## config.mk

```make
export PLATFORM = sky130hd
export DESIGN_NAME = sq_wave_pattern_sequencer
export DESIGN_NICKNAME = d
export VERILOG_FILES = /design/src/rtl/sq_wave_pattern_sequencer.sv
export SDC_FILE = /design/constraint.sdc
export NUM_CORES = 1
export LEC_CHECK = 0
export ABC_AREA = 1
export CAP_MARGIN = 20
export CELL_PAD_IN_SITES_DETAIL_PLACEMENT = 1
export CELL_PAD_IN_SITES_GLOBAL_PLACEMENT = 2
export CORE_MARGIN = 1
export CORE_UTILIZATION = 32
export DETAILED_ROUTE_END_ITERATION = 8
export PLACE_DENSITY = 0.73
export SLEW_MARGIN = 20
export SYNTH_ARGS = -nofsm -noshare
export SYNTH_HDL_FRONTEND = slang
export SYNTH_SLANG_ARGS = --single-unit
```

## constraint.sdc

```tcl
create_clock -name clk -period 2.3 [get_ports clk]
set_input_delay 0.46 -clock clk [delete_from_list [all_inputs] [get_ports clk]]
set_output_delay 0.46 -clock clk [all_outputs]
set_load 0.01 [all_outputs]
```

## src/rtl/sq_wave_pattern_sequencer.sv

```systemverilog
// sq_wave_pattern_sequencer: steps a square-wave generator through a table of (on, off, reps) entries
module sq_wave_pattern_sequencer #(
  parameter int DEPTH = 4,
  localparam int AW = $clog2(DEPTH)
) (
  input  logic          clk,
  input  logic          reset,
  input  logic          cfg_wr,
  input  logic [AW-1:0] cfg_addr,
  input  logic [15:0]   cfg_wdata,
  input  logic [AW-1:0] last_idx,
  input  logic          loop,
  input  logic          start,
  input  logic          stop,
  input  logic          sq_wave_in,
  output logic [3:0]    ctrl_on,
  output logic [3:0]    ctrl_off,
  output logic          gen_rst,
  output logic          wave_en,
  output logic          busy,
  output logic [AW-1:0] cur_idx,
  output logic          done_tick
);
  typedef enum logic {IDLE, RUN} state_t;
  state_t state, state_nxt;
  logic [15:0] tbl [DEPTH];
  logic [15:0] ent;
  logic [7:0] rep_cnt, rep_cnt_nxt, reps_cur;
  logic [3:0] on_eff, off_eff;
  logic [7:0] reps_eff;
  logic [AW-1:0] last_eff, load_idx;
  logic load, gen_rst_nxt, done_nxt, sq_d, rise;
  if (DEPTH == 2**AW) begin : g_pow2
    assign last_eff = last_idx;
  end else begin : g_clip
    assign last_eff = (last_idx > AW'(DEPTH - 1)) ? AW'(DEPTH - 1) : last_idx;
  end
  // zero fields are clamped to 1 so the generator never sees an empty phase
  assign ent      = tbl[load_idx];
  assign on_eff   = (ent[3:0] == 4'd0) ? 4'd1 : ent[3:0];
  assign off_eff  = (ent[7:4] == 4'd0) ? 4'd1 : ent[7:4];
  assign reps_eff = (ent[15:8] == 8'd0) ? 8'd1 : ent[15:8];
  assign rise     = sq_wave_in & ~sq_d;
  always_comb begin
    state_nxt = state;
    load = 1'b0;
    load_idx = '0;
    rep_cnt_nxt = rep_cnt;
    gen_rst_nxt = 1'b0;
    done_nxt = 1'b0;
    if (state == IDLE) begin
      if (start && !stop) begin
        state_nxt = RUN;
        load = 1'b1;
        gen_rst_nxt = 1'b1;
      end
    end else if (stop) begin
      state_nxt = IDLE;
    end else if (rise) begin
      if (rep_cnt < reps_cur - 8'd1) begin
        rep_cnt_nxt = rep_cnt + 8'd1;
      end else if (cur_idx != last_eff) begin
        load = 1'b1;
        load_idx = cur_idx + 1'b1;
      end else if (loop) begin
        load = 1'b1;
      end else begin
        state_nxt = IDLE;
        done_nxt = 1'b1;
      end
    end
    if (load) rep_cnt_nxt = '0;
  end
  always_ff @(posedge clk) begin
    if (reset) begin
      state <= IDLE;
      ctrl_on <= 4'd1;
      ctrl_off <= 4'd1;
      reps_cur <= 8'd1;
      gen_rst <= 1'b0;
      wave_en <= 1'b0;
      busy <= 1'b0;
      cur_idx <= '0;
      done_tick <= 1'b0;
      rep_cnt <= '0;
      sq_d <= 1'b0;
      for (int i = 0; i < DEPTH; i++) tbl[i] <= 16'h0111;
    end else begin
      state <= state_nxt;
      busy <= state_nxt == RUN;
      wave_en <= state_nxt == RUN;
      ctrl_on <= load ? on_eff : ctrl_on;
      ctrl_off <= load ? off_eff : ctrl_off;
      reps_cur <= load ? reps_eff : reps_cur;
      cur_idx <= load ? load_idx : cur_idx;
      rep_cnt <= rep_cnt_nxt;
      gen_rst <= gen_rst_nxt;
      done_tick <= done_nxt;
      sq_d <= gen_rst ? 1'b0 : sq_wave_in;
      if (cfg_wr) tbl[cfg_addr] <= cfg_wdata;
    end
  end
endmodule

```

# Word-level counts from Yosys, hierarchy flattened

Memories as Yosys holds them, arrays and structs flattened.
Index checks and enable logic that the tools add are counted.

Flip-flop bits (word level): 30
Latch bits: 0
Memory bits (writable): 64
ROM bits: 0
Output and inout bits: 14
Memories kept: 1

Memories:

| memory | words | bits a word | read ports | clocked after memory_dff | write ports | line | text |
|---|---|---|---|---|---|---|---|
| tbl    | 4     | 16          | 1          | 0                        | 4           | 26   | `logic [15:0] tbl [DEPTH];` |

Add/sub/neg operators: 3
$mul: 0
Divide/modulo/power cells: 0
$lt $le $gt $ge: 1
Equal/unequal tests: 1
Shift-type cells: 0
Muxes and demuxes: 28
Bitwise operators: 5
Reduce and logical (&&, ||, !) cells: 11

Operators with widths:

| cell                                             | count |
|---|---|
| 2-to-1 mux 1 bit                                 | 18 |
| 2-to-1 mux 16 bit                                | 1 |
| OR reduction 16 bit                              | 1 |
| 2-to-1 mux 2 bit                                 | 6 |
| adder 8 x 1 -> 8 bit, second input constant      | 1 |
| logical NOT 4 bit                                | 2 |
| logical NOT 8 bit                                | 1 |
| less-than comparator 8 bit                       | 1 |
| 2-to-1 mux 4 bit                                 | 2 |
| 2-to-1 mux 8 bit                                 | 1 |
| subtractor 8 x 1 -> 8 bit, second input constant | 1 |
| OR reduction 2 bit                               | 3 |
| OR reduction 6 bit                               | 1 |
| inverter 1 bit                                   | 4 |
| AND reduction 4 bit                              | 1 |
| adder 2 x 1 -> 2 bit, second input constant      | 1 |
| != test 2 bit                                    | 1 |
| bitwise AND 1 bit                                | 1 |
| logical AND 1 bit                                | 1 |
| logical NOT 1 bit                                | 1 |

# Depth between registers and ports, before layout

Gate-level depths: netlist of the first run.
An unclocked memory read counts as a cell.

Word-level depth: 9
Gate-level depth with buffers: 20
Mapped depth without buffers: 18

# Worst setup path after synthesis of the first run

OpenSTA, ideal clock, no wires.

Kind: register -> register
From: register reps_cur[0]
To: register ctrl_off[1]
Arrival time: 2.379 ns
Required time: 2.172 ns
Slack: -0.207 ns
Stages on the path, launching flop included: 15
Buffers on the path: 2
Path through: dfxtp_1 inv_1 ha_1 nand3_1 nor3_1 xor2_1 ha_1 nand2_1 o21a_1 nand2_2 buf_6 nand3b_1 nand3_1 clkbuf_1 o22ai_1

Cells in the longest elaborated chain, start to end: 9
Elaborated cells on any way between the ends: 13
Classes of those cells: add/sub: 1; order compare: 1; mux: 9; reduce/logical: 1; memory: 1

Ends and longest elaborated chain:

| element                        | line | text |
|---|---|---|
| start: declaration             | 28   | `logic [7:0] rep_cnt, rep_cnt_nxt, reps_cur;` |
| start signal: assignment       | 94   | `reps_cur <= load ? reps_eff : reps_cur;` |
| subtractor 8 x 1 -> 8 bit (*)  | 60   | `if (rep_cnt < reps_cur - 8'd1) begin` |
| less-than comparator 8 bit (*) | 60   |  |
| 2-to-1 mux 2 bit               | 60   |  |
| 2-to-1 mux 2 bit               | 59   | `end else if (rise) begin` |
| 2-to-1 mux 2 bit               | 57   | `end else if (stop) begin` |
| 2-to-1 mux 2 bit               | 51   | `if (state == IDLE) begin` |
| memory (4 x 16 bit)            | -    |  |
| logical NOT 4 bit              | 41   | `assign off_eff = (ent[7:4] == 4'd0) ? 4'd1 : ent[7:4];` |
| 2-to-1 mux 4 bit               | 41   |  |
| end signal: assignment         | 93   | `ctrl_off <= load ? off_eff : ctrl_off;` |
| end: declaration               | 17   | `output logic [3:0] ctrl_off,` |

Mark *: on every way between the ends. The rest lies on a longest branch, timed or not.
A chain may end at the register's enable or synchronous reset.

# Worst setup path in the final report of the first run

From: register reps_cur[2]
To: register rep_cnt[7]

Cells in the longest elaborated chain, start to end: 7
Elaborated cells on any way between the ends: 8
Classes of those cells: add/sub: 1; order compare: 1; mux: 4; reduce/logical: 2

Ends and longest elaborated chain:

| element                             | line | text |
|---|---|---|
| subtractor 8 x 1 -> 8 bit (*)       | 60   |  |
| less-than comparator 8 bit (*)      | 60   |  |
| 2-to-1 mux 1 bit                    | 60   |  |
| 2-to-1 mux 1 bit                    | 59   |  |
| 2-to-1 mux 1 bit                    | 57   |  |
| 2-to-1 mux 1 bit                    | 51   |  |
| OR reduction 2 bit (no source line) | -    |  |
| end signal: assignment              | 96   | `rep_cnt <= rep_cnt_nxt;` |
| end: declaration                    | 28   |  |

Marked as above.

==> qor.txt, run 1 <==
Clock Path Buffers: 2
Number of antenna diodes: 0
FF/Latch Area: 2520 µm²
Critical Path Sink Type: flip-flop
Setup repair after global routing missed its margin: yes
Clock sink count: 94
Most frequent cells in the layout: sky130_fd_sc_hd__nand2_1 (102), sky130_fd_sc_hd__edfxtp_1 (64), sky130_fd_sc_hd__nor2_1 (58), sky130_fd_sc_hd__inv_1 (55), sky130_fd_sc_hd__buf_4 (44)
H-tree Lvls: 3
Maximum cell stage delay along the critical path: 0.32 ns
DRC violations left: 0
Cell repeated most along the worst path: sky130_fd_sc_hd__nor2_4
Type of the setup path with the least slack: reg -> reg
Synthesis-stage register bit count: 94
Number of warning messages in the yosys log: 0
Worst slew slack as a fraction of its limit: 71.3%
IO Pins: 41
Synth Area in Compound Gates: 5.68%
PortBufs: 40
Core box area: 13300 µm²
Most common library cell in the layout ignoring fill and taps: sky130_fd_sc_hd__nand2_1
Total met2 wirelength after detailed routing: 5.82 mm
Final hold violation count: 0
Total power density per cell area: 661 nW/µm²
Final Net Count: 610
Total overflow reported by the global router: 0
Achievable frequency: 392 MHz
Uppermost layer routed: met4
Proportion of total power due to net switching: 24.0%
Fraction of power consumed by the clock network: 36.8%
CP arrival: 2.84 ns
Combinational cell fraction of total power: 13.4%
Pin count of the biggest net entering global routing: 29
Clock tree from TritonCTS: yes
Share of async-settable or async-resettable flops after synthesis: 0%
Measured slew at the worst slew-check pin: 0.429 ns
Worst path cell trace: nor2_2, nand4_1, nor3_2, xor2_1, ha_1, a21oi_1, o21a_1, nand2_4, nor2_4, nand2_2, nor2_4, nand3_2, or2_1, a21oi_2
Area Overhead vs Synth: 33.9%
CP max FO: 6
Synthesized instance count: 483
Dpl hpwl: 8.28 mm
Largest family of logic cells by synthesized area: simple AND/OR/NAND/NOR gates
Met3 wire len: 240 µm
Iteration count of the initial detailed-routing pass: 4
Violated checks: setup timing
Initial cell density of the core: 33.1%
Standard-cell row count: 42
Worst Setup Start Kind: flip-flop
Final estimated routing congestion in global placement: 0.794
Sum of buffers and inverters on the critical path: 0
Via count of the routed design: 3527
Post-CTS clock slew at the launch and capture registers of the worst setup and hold paths: 0.06 ns
Number of nets produced by synthesis: 519
Vert. Die Dim: 120 µm
Final min period: 2.55 ns
Top_reg_cell synth: sky130_fd_sc_hd__edfxtp_1
Sequential share of the synthesized area: 57.0%
First-iteration detailed-routing DRC count: 104
Clock latency at the later pin of the worst-skew pair: 0.35 ns
Final core area utilization: 44.4%
EDFF count, synth: 64
Number of distinct library cells after synthesis: 36
Critical-path cell with the highest stage delay: sky130_fd_sc_hd__dfxtp_2
Die boundary width: 120 µm
Remaining antenna violation count: 0
Average instance area after synthesis: 9.16 µm²
Count of pins over their slew limit: 0
Proportion of power drawn by flip-flops and latches: 49.8%
Adder and majority cell fraction of the synthesized area: 2.55%
Clock tree skew after final layout: 0.00355 ns
Share of final-layout standard cells stronger than drive strength 1: 20.9%
Path category of the worst min-delay check: reg -> reg
Library cell used as clock root buffer: sky130_fd_sc_hd__clkbuf_16
Length of routed wiring on met1: 5.27 mm
Pleak: 2.42 nW
Cts hold-fix bufs: 0
Multi-input logic area: 1720 µm²
Simple-gate portion of the synthesized area: 25.1%
Net switching power: 0.938 mW
Die Area: 14300 µm²
Critical path required time: 2.59 ns
Synth Cell Area: 4420 µm²
Outcome: finished, violations left
DRT Wirelength: 11.5 mm
Post-Synth XOR/XNOR Area: 1.98%
Wire length of the first global-routing pass: 19.1 mm
Max-cap violation count: 0
Count of fill cells added during filler insertion: 1574
Final Cycle Share: 111%
Post-detailed-route via-to-cell ratio: 4.67
Final worst-path setup slack: -0.254 ns
Global-route usage over all layers: 17.5%
Number of global-route vias before repair: 3726
Number of buffers added by the clock tree synthesis step: 9
CP top delay family: simple AND/OR/NAND/NOR gates
Antenna violations before repair: 0
Drt wl/cell: 15.3 µm
Worst Setup Slack post-DPL: -0.439 ns
Endpoints failing setup: 26
Total internal power: 2.98 mW
Max VDD drop: 0.377 mV
Mux contribution to synthesized area: 0%
[path summary, 6_finish.rpt]
check                           startpoint                       to  slack, ns  depth (start not counted)
setup / recovery  reps_cur[2]$_SDFFE_PP0P_  rep_cnt[7]$_SDFFE_PP0P_      -0.25                         14
hold / removal          gen_rst$_SDFF_PP0_          sq_d$_SDFF_PP0_       0.42                          1
setup reg to reg  reps_cur[2]$_SDFFE_PP0P_  rep_cnt[7]$_SDFFE_PP0P_      -0.25                         14
hold reg to reg         gen_rst$_SDFF_PP0_          sq_d$_SDFF_PP0_       0.42                          1
[power groups by stage]
stage	clock network (mW)	logic [mW]	registers, mW
after floorplan	0	0.273	1.98
after global placement	0	0.481	1.98
after detailed placement	0	0.493	1.99
after CTS	1.48	0.516	1.95
after global routing	1.53	0.582	1.96
final	1.44	0.525	1.95
[state kept, by name, summed over array words and instances (netlist names)]
register / cells
rep_cnt: 8
tbl: 64
state: 1
ctrl_off: 4
sq_d: 1
ctrl_on: 4
done_tick: 1
gen_rst: 1
reps_cur: 8
cur_idx: 2
[worst register-to-register path, cell delays in order (launching register included)]
cell                      delay [ns]
sky130_fd_sc_hd__dfxtp_2        0.32
sky130_fd_sc_hd__nor2_2         0.12
sky130_fd_sc_hd__nand4_1        0.15
sky130_fd_sc_hd__nor3_2         0.16
sky130_fd_sc_hd__xor2_1         0.16
sky130_fd_sc_hd__ha_1           0.26
sky130_fd_sc_hd__a21oi_1        0.15
sky130_fd_sc_hd__o21a_1         0.19
sky130_fd_sc_hd__nand2_4        0.13
sky130_fd_sc_hd__nor2_4         0.20
sky130_fd_sc_hd__nand2_2        0.10
sky130_fd_sc_hd__nor2_4         0.13
sky130_fd_sc_hd__nand3_2        0.08
sky130_fd_sc_hd__or2_1          0.23
sky130_fd_sc_hd__a21oi_2        0.12
[layout make-up]
class                      instances  share of cell area (%)
multi-input combinational        311                    28.9
sequential                        94                    42.6
clock inverter                     3                   0.296
inverter                          58                    3.76
tap                              176                    3.72
clock buffer                      13                    4.58
timing repair buffer             100                    16.1
[logic make-up after synthesis]
family	after synthesis
compound gates	43
xor+xnor	10
fa+ha+maj	9
buf+inv	78
flops	94
simple gates	249
[cell usage after synthesis, types with 3 or more instances]
cell / count / area [µm²]
sky130_fd_sc_hd__nand2_2: 3 / 18.8
sky130_fd_sc_hd__nor3_1: 17 / 85.1
sky130_fd_sc_hd__nand3_1: 39 / 195
sky130_fd_sc_hd__edfxtp_1: 64 / 1920
sky130_fd_sc_hd__or2_2: 8 / 50.1
sky130_fd_sc_hd__nand2_1: 106 / 398
sky130_fd_sc_hd__buf_1: 3 / 11.3
sky130_fd_sc_hd__buf_2: 6 / 30.0
sky130_fd_sc_hd__nand3b_1: 6 / 45.0
sky130_fd_sc_hd__xnor2_1: 3 / 26.3
sky130_fd_sc_hd__clkbuf_1: 5 / 18.8
sky130_fd_sc_hd__a21oi_1: 16 / 80.1
sky130_fd_sc_hd__o22ai_1: 19 / 119
sky130_fd_sc_hd__buf_6: 4 / 45.0
sky130_fd_sc_hd__nor2_1: 60 / 225
sky130_fd_sc_hd__inv_1: 57 / 214
sky130_fd_sc_hd__ha_1: 9 / 113
sky130_fd_sc_hd__xor2_1: 7 / 61.3
sky130_fd_sc_hd__dfxtp_1: 30 / 601
[stage by stage]
stage / TNS, ns / std cells / hold WS (ns) / power [mW] / area, µm²
floorplan: -0.162 / 483 / 0.453 / 2.25 / 4480
global placement: -3.61 / 732 / 0.413 / 2.46 / 5420
detailed placement: -6.24 / 732 / 0.409 / 2.48 / 5420
CTS: -4.39 / 752 / 0.421 / 3.95 / 5840
global route: -8.16 / 755 / 0.440 / 4.07 / 5930
finish: -3.45 / 755 / 0.417 / 3.92 / 5930
[metal layers]
metal | up-vias | global-route usage [%]
met5 | - | 0
met4 | 0 | 6.80
met3 | 13 | 2.61
met2 | 32 | 30.7
met1 | 1697 | 21.6
li1 | 1785 | -
[what timing repair did]
item,4_1_cts,5_1_grt
resized for setup,23,19
endpoints found under the setup margin,26,26
setup buffers,4,5
pin swaps,6,8
No activity file was read; power rests on OpenSTA's default activity.
==> run 2, diff against run 1 <==
- HOLD_SLACK_MARGIN: unset -> 0.03
==> results of run 2 <==
Same layout as run 1: the final DEF is identical, and so are final timing and power.
==> run 3, diff against run 2 <==
- HOLD_SLACK_MARGIN: 0.03 -> unset
==> results of run 3 <==
Same layout as run 1: the final DEF is identical, and so are final timing and power.
